## src/rtl/onehot_scan_decoder.sv

```systemverilog
// onehot_scan_decoder
//   Registered N-to-2^N decoder with enable. The output z is always either
//   all-zero or exactly one-hot.
//   - DIRECT mode: the decoded line follows x, one cycle later.
//   - SCAN mode: an internal index rotates through the lines. Each line stays
//     active for DWELL cycles.
//
// Parameters
//   N      index width (N >= 1). The output is 2^N lines wide.
//   DWELL  number of cycles each line stays active in SCAN mode (DWELL >= 1).
//
// Ports
//   clock  system clock; all state changes on the rising edge
//   reset  synchronous, active-high reset
//   x      DIRECT: line to activate. SCAN: start index, sampled on SCAN entry
//   e      enable; 0 forces all lines inactive
//   mode   0 = DIRECT, 1 = SCAN
//   hold   SCAN only: freezes the index and the dwell counter
//   mask   (ONEHOT_SCAN_MASK_EN builds only) mask[i] = 1 disables line i
//   z      registered one-hot output
//   idx    registered index of the active line (the last active line when z = 0)
//   wrap   one-cycle pulse when the scan passes from line 2^N-1 to line 0
//
// Optional feature
//   Define ONEHOT_SCAN_MASK_EN to add the mask port. Without it, every line
//   is always eligible.
module onehot_scan_decoder #(
  parameter int N     = 3,
  parameter int DWELL = 1
) (
  input  logic              clock,
  input  logic              reset,
  input  logic [N-1:0]      x,
  input  logic              e,
  input  logic              mode,
  input  logic              hold,
`ifdef ONEHOT_SCAN_MASK_EN
  input  logic [2**N-1:0]   mask,
`endif
  output logic [2**N-1:0]   z,
  output logic [N-1:0]      idx,
  output logic              wrap
);

  localparam int M  = 2 ** N;
  localparam int CW = (DWELL <= 1) ? 1 : $clog2(DWELL);
  localparam logic [CW-1:0] DWELL_LAST = CW'(DWELL - 1);
  localparam logic [N-1:0]  IDX_MAX    = N'(M - 1);
  localparam logic [M-1:0]  LINE0      = M'(1);

  typedef enum logic [1:0] {S_IDLE, S_DIRECT, S_SCAN} state_t;

  typedef struct packed {
    logic         found;
    logic [N-1:0] idx;
    logic         passed;  // search crossed from line M-1 to line 0
  } seek_t;

  state_t         state_q, state_d;
  logic [M-1:0]   z_q, z_d;
  logic [N-1:0]   idx_q, idx_d;
  logic           wrap_q, wrap_d;
  logic [CW-1:0]  cnt_q, cnt_d;
  logic [M-1:0]   elig;
  logic           step_now;
  seek_t          sk;

`ifdef ONEHOT_SCAN_MASK_EN
  assign elig = ~mask;
`else
  assign elig = '1;
`endif

  // Finds the first eligible line at or after start, searching upward
  // modulo M. The loop runs from the farthest candidate down, so the
  // nearest eligible line is the one that ends up in the result.
  function automatic seek_t seek(input logic [N-1:0] start, input logic [M-1:0] ok);
    seek_t        r;
    logic [N-1:0] c;
    r = '0;
    for (int k = M - 1; k >= 0; k--) begin
      c = start + N'(k);
      if (ok[c]) begin
        r.found  = 1'b1;
        r.idx    = c;
        r.passed = (int'(start) + k) >= M;
      end
    end
    return r;
  endfunction

  // State register
  always_ff @(posedge clock) begin
    if (reset) begin
      state_q <= S_IDLE;
      z_q     <= '0;
      idx_q   <= '0;
      wrap_q  <= 1'b0;
      cnt_q   <= '0;
    end else begin
      state_q <= state_d;
      z_q     <= z_d;
      idx_q   <= idx_d;
      wrap_q  <= wrap_d;
      cnt_q   <= cnt_d;
    end
  end

  // Next-state logic
  always_comb begin
    state_d = state_q;
    if (!e)         state_d = S_IDLE;
    else if (!mode) state_d = S_DIRECT;
    else            state_d = S_SCAN;
  end

  // The scan advances when it is not held and the dwell period has expired.
  assign step_now = !hold && (cnt_q == DWELL_LAST);

  // Output and datapath logic. The results are registered by the state
  // register above.
  always_comb begin
    z_d    = z_q;
    idx_d  = idx_q;
    wrap_d = 1'b0;
    cnt_d  = cnt_q;
    sk     = '0;
    if (!e) begin
      z_d   = '0;
      cnt_d = '0;
    end else if (!mode) begin
      cnt_d = '0;
      idx_d = x;
      z_d   = elig[x] ? (LINE0 << x) : '0;
    end else if (state_q != S_SCAN) begin
      // SCAN entry. Any earlier scan position is discarded and the scan
      // restarts from x.
      cnt_d = '0;
      sk    = seek(x, elig);
      if (sk.found) begin
        idx_d  = sk.idx;
        z_d    = LINE0 << sk.idx;
        wrap_d = sk.passed;
      end else begin
        z_d = '0;
      end
    end else begin
      if (step_now) begin
        cnt_d = '0;
        sk    = seek(idx_q + N'(1), elig);
        if (sk.found) begin
          idx_d  = sk.idx;
          z_d    = LINE0 << sk.idx;
          wrap_d = (idx_q == IDX_MAX) || sk.passed;
        end else begin
          z_d = '0;
        end
      end else begin
        if (!hold) cnt_d = cnt_q + CW'(1);
        // A line that is masked while it is active turns off on the next
        // edge. The index holds.
        if (!elig[idx_q]) z_d = '0;
      end
    end
  end

  assign z    = z_q;
  assign idx  = idx_q;
  assign wrap = wrap_q;

endmodule

```

## config.mk

```make
export PLATFORM = sky130hd
export DESIGN_NAME = onehot_scan_decoder
export DESIGN_NICKNAME = d
export VERILOG_FILES = /design/src/rtl/onehot_scan_decoder.sv
export SDC_FILE = /design/constraint.sdc
export NUM_CORES = 1
export LEC_CHECK = 0
export CAP_MARGIN = 5
export CORE_MARGIN = 2
export CORE_UTILIZATION = 50
export CTS_BUF_LIST = sky130_fd_sc_hd__clkbuf_4
export CTS_CLUSTER_SIZE = 12
export DETAILED_ROUTE_END_ITERATION = 10
export PLACE_DENSITY = 0.86
export REMOVE_ABC_BUFFERS = 1
export SYNTH_ARGS = -nofsm -noshare
export SYNTH_HDL_FRONTEND = slang
export SYNTH_SLANG_ARGS = --single-unit
export TNS_END_PERCENT = 100
```

## constraint.sdc

```tcl
create_clock -name clock -period 1.65 [get_ports clock]
set_input_delay 0.33 -clock clock [delete_from_list [all_inputs] [get_ports clock]]
set_output_delay 0.33 -clock clock [all_outputs]
set_load 0.1 [all_outputs]
```

# Word level (Yosys, flattened, before mapping)
# Memory sizes are Yosys's and may differ from the RTL's. A register that Yosys moved wholly into a read port is not among the register bits.
# Index checks and enable logic that the tools add are counted.
# word_totals
reg_bits	15
latch_bits	0
ram_bits	0
mem_bits_ro	136
input_bits	8
out_inout_bits	12
word_cells	163
memories	17
# memory_table
name	depth	word_bits	rd	rd_ports_with_merged_regs	write_ports	line_no	text
(name not given)	8	1	1	1	0	162	if (!elig[idx_q]) z_d = '0;
(name not given)	8	1	1	0	0	83	if (ok[c]) begin
(name not given)	8	1	1	0	0	83	
(name not given)	8	1	1	0	0	83	
(name not given)	8	1	1	0	0	83	
(name not given)	8	1	1	0	0	83	
11 more memories	-	-	-	-	-	-	
# op_classes
add_sub_neg	30
n_mul	0
div_mod_pow	0
n_lt_le_gt_ge	33
n_eq_ne	6
shifts	3
n_mux	59
bitwise_logic	3
reduce_logical	7
# ops
op	count
two-way mux 5 bit	23
< comparator 3 x 4 -> 1 bit, second input constant	17
>= comparator 4 bit, second input constant	14
two-way mux 8 bit	7
adder 3 x 3 -> 4 bit, second input constant	8
adder 3 bit, second input constant	8
left shift 1 x 3 -> 8 bit, first input constant	3
two-way mux 1 bit	21
two-way mux 3 bit	7
adder 3 x 2 -> 4 bit, second input constant	4
adder 3 x 2 -> 3 bit, second input constant	4
adder 3 x 1 -> 3 bit, second input constant	3
adder 3 x 1 -> 4 bit, second input constant	2
>= comparator 3 x 4 -> 1 bit, second input constant	2
inequality test 3 x 1 -> 1 bit, second input constant	2
OR reduction 5 bit	1
inequality test 4 bit, second input constant	1
AND reduction 4 bit	1
equality test 3 bit, second input constant	1
inequality test 3 x 2 -> 1 bit, second input constant	1
NOT 1 bit	3
OR reduction 3 bit	1
two-way mux 2 bit	1
inequality test 2 bit, second input constant	1
5 further kinds	5

# Longest topological paths before layout
# Gate-level depths: netlist (run 1).
# depth
depth_word	22
depth_mapped	6
ltp_nobuf	5

# Worst setup path before layout (run 1)
# OpenSTA, ideal clock, no wires.
# synth_path
path_type	flip-flop to flip-flop
startpoint	register idx_q[0], in the netlist idx[0]
endpoint	register idx_q[2], in the netlist idx[2]
setup_ns	0.139
t_arrival_ns	2.059
required_time_ns	1.511
slack_ns	-0.548
stages_incl_launch_ff	6
path_buffers	1
period_less_slack_ns	2.198
cell_sequence	dfxtp_1 > ha_1 > ha_1 > clkbuf_1 > o41ai_1 > a221oi_1
# synth_via
elab_chain_cells	20
elab_cells_between_ends	42
classes_between	add/sub: 8; eq/ne: 1; mux: 24; reduce/logical: 1; memory: 8
# synth_lines
element	line_no	text
from (decl)	61	logic [N-1:0] idx_q, idx_d;
from (signal assigned)	103	idx_q <= idx_d;
adder 3 x 1 -> 3 bit *	150	sk = seek(idx_q + N'(1), elig);
adder 3 bit	82	c = start + N'(k);
memory (8 x 1 bit)	-	
two-way mux 1 bit (not written as such)	83	
two-way mux 5 bit (7 in a row)	83	
two-way mux 5 bit *	83	
two-way mux 5 bit *	148	if (step_now) begin
two-way mux 5 bit *	135	end else if (state_q != S_SCAN) begin
two-way mux 5 bit *	131	end else if (!mode) begin
two-way mux 5 bit *	128	if (!e) begin
two-way mux 3 bit	151	if (sk.found) begin
two-way mux 3 bit	148	
two-way mux 3 bit	135	
two-way mux 3 bit	131	
# Mark *: on every way between the ends. The rest lies on a longest branch, timed or not. The select of a mux whose other input is x is not followed.
# A chain may end at the register's enable or synchronous reset.

# Worst setup path in the final report (run 1)
# layout_path
startpoint	register idx_q[0], in the netlist idx[0]
endpoint	register z_q[4], in the netlist z[4]
# layout_via
elab_chain_cells	21
elab_cells_between_ends	41
classes_between	add/sub: 8; shift: 1; mux: 24; memory: 8
# layout_lines
element	line_no	text
adder 3 x 1 -> 3 bit *	150	
adder 3 bit	82	
memory (8 x 1 bit)	-	
two-way mux 1 bit (not written as such)	83	
two-way mux 5 bit (7 in a row)	83	
two-way mux 5 bit *	83	
two-way mux 5 bit *	148	
two-way mux 5 bit *	135	
two-way mux 5 bit *	131	
two-way mux 5 bit *	128	
left shift 1 x 3 -> 8 bit	153	z_d = LINE0 << sk.idx;
two-way mux 8 bit *	151	
two-way mux 8 bit *	148	
two-way mux 8 bit *	135	
two-way mux 8 bit *	131	
to (signal assigned)	102	z_q <= z_d;
to (decl)	60	logic [M-1:0] z_q, z_d;
# Marked as above.

==> metrics, run 1 <==
wire length per cell=about 16 um; transition time of the tightest slew-check pin=between 200 and 300 ps; setup TNS=0 ps; synthesized flop and latch total=15; # setup viols final=0; Final period util=0.962; Crit Path Class=register to register; Crit Path Max Fanout=9; sequential-to-total area share from yosys stat=0.354; RePlAce Congestion=0.875; Via density=5.97; # hold bufs at CTS=0; Post-Syn Instances=94; clock buffer count from CTS=3; final instance area=about 1300 um2; initial antenna violation count=0; PwrDens=644 nW/um2; Synth Cell Area=848 um2; die area=around 2000 um2; Multi-input gate area=503 um2; Crit. End Element=register; max-slew violations=0; antenna cells=0; Nets=approximately 140; Sequential Area=between 300 and 400 um2; Ports=20; MaxCap Viol Count=0; synth warn=0; Fill cells=84; latest clock arrival within the worst-skew pair=280 ps; initial DRC count=37; Post-CTS Setup Bufs=0; Static Leakage=0.501 nW; largest net degree at the start of global routing=19; clock buffer depth=2; Die H=around 45 um; H-tree Lvls=1; post-synth cell types=28; outcome=complete, no violations; number of port buffers=19; worst path arrival time=1810 ps; unrepaired setup endpoints after global routing=no; syn avg cell area=9.02 um2; FP Rows=14; Peak VDD IR=0.531 mV; fraction of layout cells with a size suffix above 1=0.274; commonest cells after routing, fill and taps aside=dfxtp_1 (15), buf_4 (14), buf_12 (12); CTS tree=done; min Tclk post-route=roughly 1600 ps; Relative slew margins=0.795; WL final=about 2300 um; CTS root buf=clkbuf_4; GRT Resource Usage Total=0.245; Detail Placement HPWL=around 1700 um; DRT Pass-1 Iters=4; fmax=630 MHz; CTS sink cnt=15; vias in the first global route=785; vias post-DR=about 840; min-delay worst type=register to register; commonest non-fill, non-tap cell in the layout=dfxtp_1; clk_skew=between 5 and 6 ps; Core ar.=1540 um2; antenna-violating nets left=0; Area Overhead vs Synth=51.5%; CP required=~1900 ps; initial core utilization=0.550; first-pass GRT wire length=around 3600 um; Reg clk slew, reported paths=approximately 90 ps; Die X=about 45 um; gr ovfl total=0; Fin. Hold Viols=0; Worst Hold Slack=roughly 510 ps; DRC=0; CP startpoint kind=register; placed cell area=around 1200 um2
power by group:
group	switching (mW)	total (mW)	internal, mW
clock	0.122	0.212	0.0900
combinational	0.135	0.234	0.0991
sequential	0.00942	0.382	0.373
total	0.266	0.828	0.562
state kept, by name, indices dropped and copies added, names as in the netlist:
name / count
cnt_q: 1
z: 8
state_q: 2
wrap: 1
idx: 3
layout make-up:
cell class              count  area share
clock buffers               3      0.0175
clock inverters             1     0.00389
inverters                   5      0.0146
multi-input cells          67       0.391
flip-flops and latches     15       0.234
well taps                  16      0.0156
repair buffers             33       0.323
path summary, 6_finish.rpt:
kind | startpoint | endpoint | slack (ps) | cells past startpoint
worst min register to register | cnt_q$_SDFFE_PP0N_ | cnt_q$_SDFFE_PP0N_ | 510 | 1
worst max register to register | idx[0]$_SDFFE_PP0P_ | z[4]$_SDFFE_PP0P_ | 60 | 5
worst max-delay path | idx[0]$_SDFFE_PP0P_ | z[4]$_SDFFE_PP0P_ | 60 | 5
worst min-delay path | cnt_q$_SDFFE_PP0N_ | cnt_q$_SDFFE_PP0N_ | 510 | 1
repair_timing:
action,4_1_cts,5_1_grt
setup endpoints to repair,0,5
endpoints found under the hold margin,0,0
resized for setup,0,2
per-layer routing:
metal / track usage / routed length, um
met2: 0.409 / 1140
met4: 0.0529 / 12
met3: 0.0480 / 151
met5: 0 / 0
met1: 0.328 / 986
Yosys cell counts:
| library cell | instances | area (um2) |
|---|---|---|
| a2111oi_0 | 1 | 8.76 |
| a21oi_1 | 8 | 40.0 |
| a221oi_1 | 1 | 8.76 |
| and3_1 | 2 | 12.5 |
| and3b_4 | 1 | 12.5 |
| buf_2 | 4 | 20.0 |
| buf_4 | 1 | 7.51 |
| clkbuf_1 | 2 | 7.51 |
| dfxtp_1 | 15 | 300 |
| ha_1 | 6 | 75.1 |
| inv_1 | 5 | 18.8 |
| mux2i_1 | 1 | 10.0 |
| nand2b_1 | 1 | 6.26 |
| nand3_1 | 1 | 5.00 |
| nand3b_1 | 1 | 7.51 |
| nand3b_2 | 1 | 11.3 |
| nand4_1 | 1 | 6.26 |
| nand4b_1 | 3 | 26.3 |
| nor2_1 | 6 | 22.5 |
| nor3_1 | 2 | 10.0 |
| nor4b_1 | 5 | 43.8 |
| nor4bb_1 | 4 | 40.0 |
| o21a_1 | 8 | 60.1 |
| o21ai_0 | 9 | 45.0 |
| o21ai_1 | 1 | 5.00 |
| o2bb2ai_1 | 1 | 8.76 |
| o41ai_1 | 1 | 8.76 |
| or4b_1 | 2 | 20.0 |
worst max-delay path, stage by stage, from the launching register on:
cell and delay [ps]:
dfxtp_1 330, ha_1 190, ha_2 420, nor4bb_1 300, o21ai_0 150, a21oi_1 130
cell families after synthesis:
family,after synthesis,synth area share
compound gates,30,0.218
buf+inv,12,0.0634
flops,15,0.354
simple gates,30,0.264
mux,1,0.0118
fa+ha+maj,6,0.0885
per-stage QoR:
step / util / total power, mW / worst slack [ps] / instances
6_report: 0.834 / 0.828 / 62.3 / 140
5_1_grt: 0.834 / 0.865 / 16.1 / 140
4_1_cts: 0.828 / 0.826 / 52.0 / 140
3_5_place_dp: 0.810 / 0.620 / -24.9 / 136
3_3_place_gp: 0.810 / 0.612 / 30.1 / 136
2_1_floorplan: - / 0.506 / -465 / 87
Power figures use the tool's default switching activity.
==> run 2: changes to the inputs <==
Settings changed: CTS_CLUSTER_DIAMETER from default to 150.
==> results of run 2 <==
No change in the layout: final DEF, timing and power equal those of run 1.
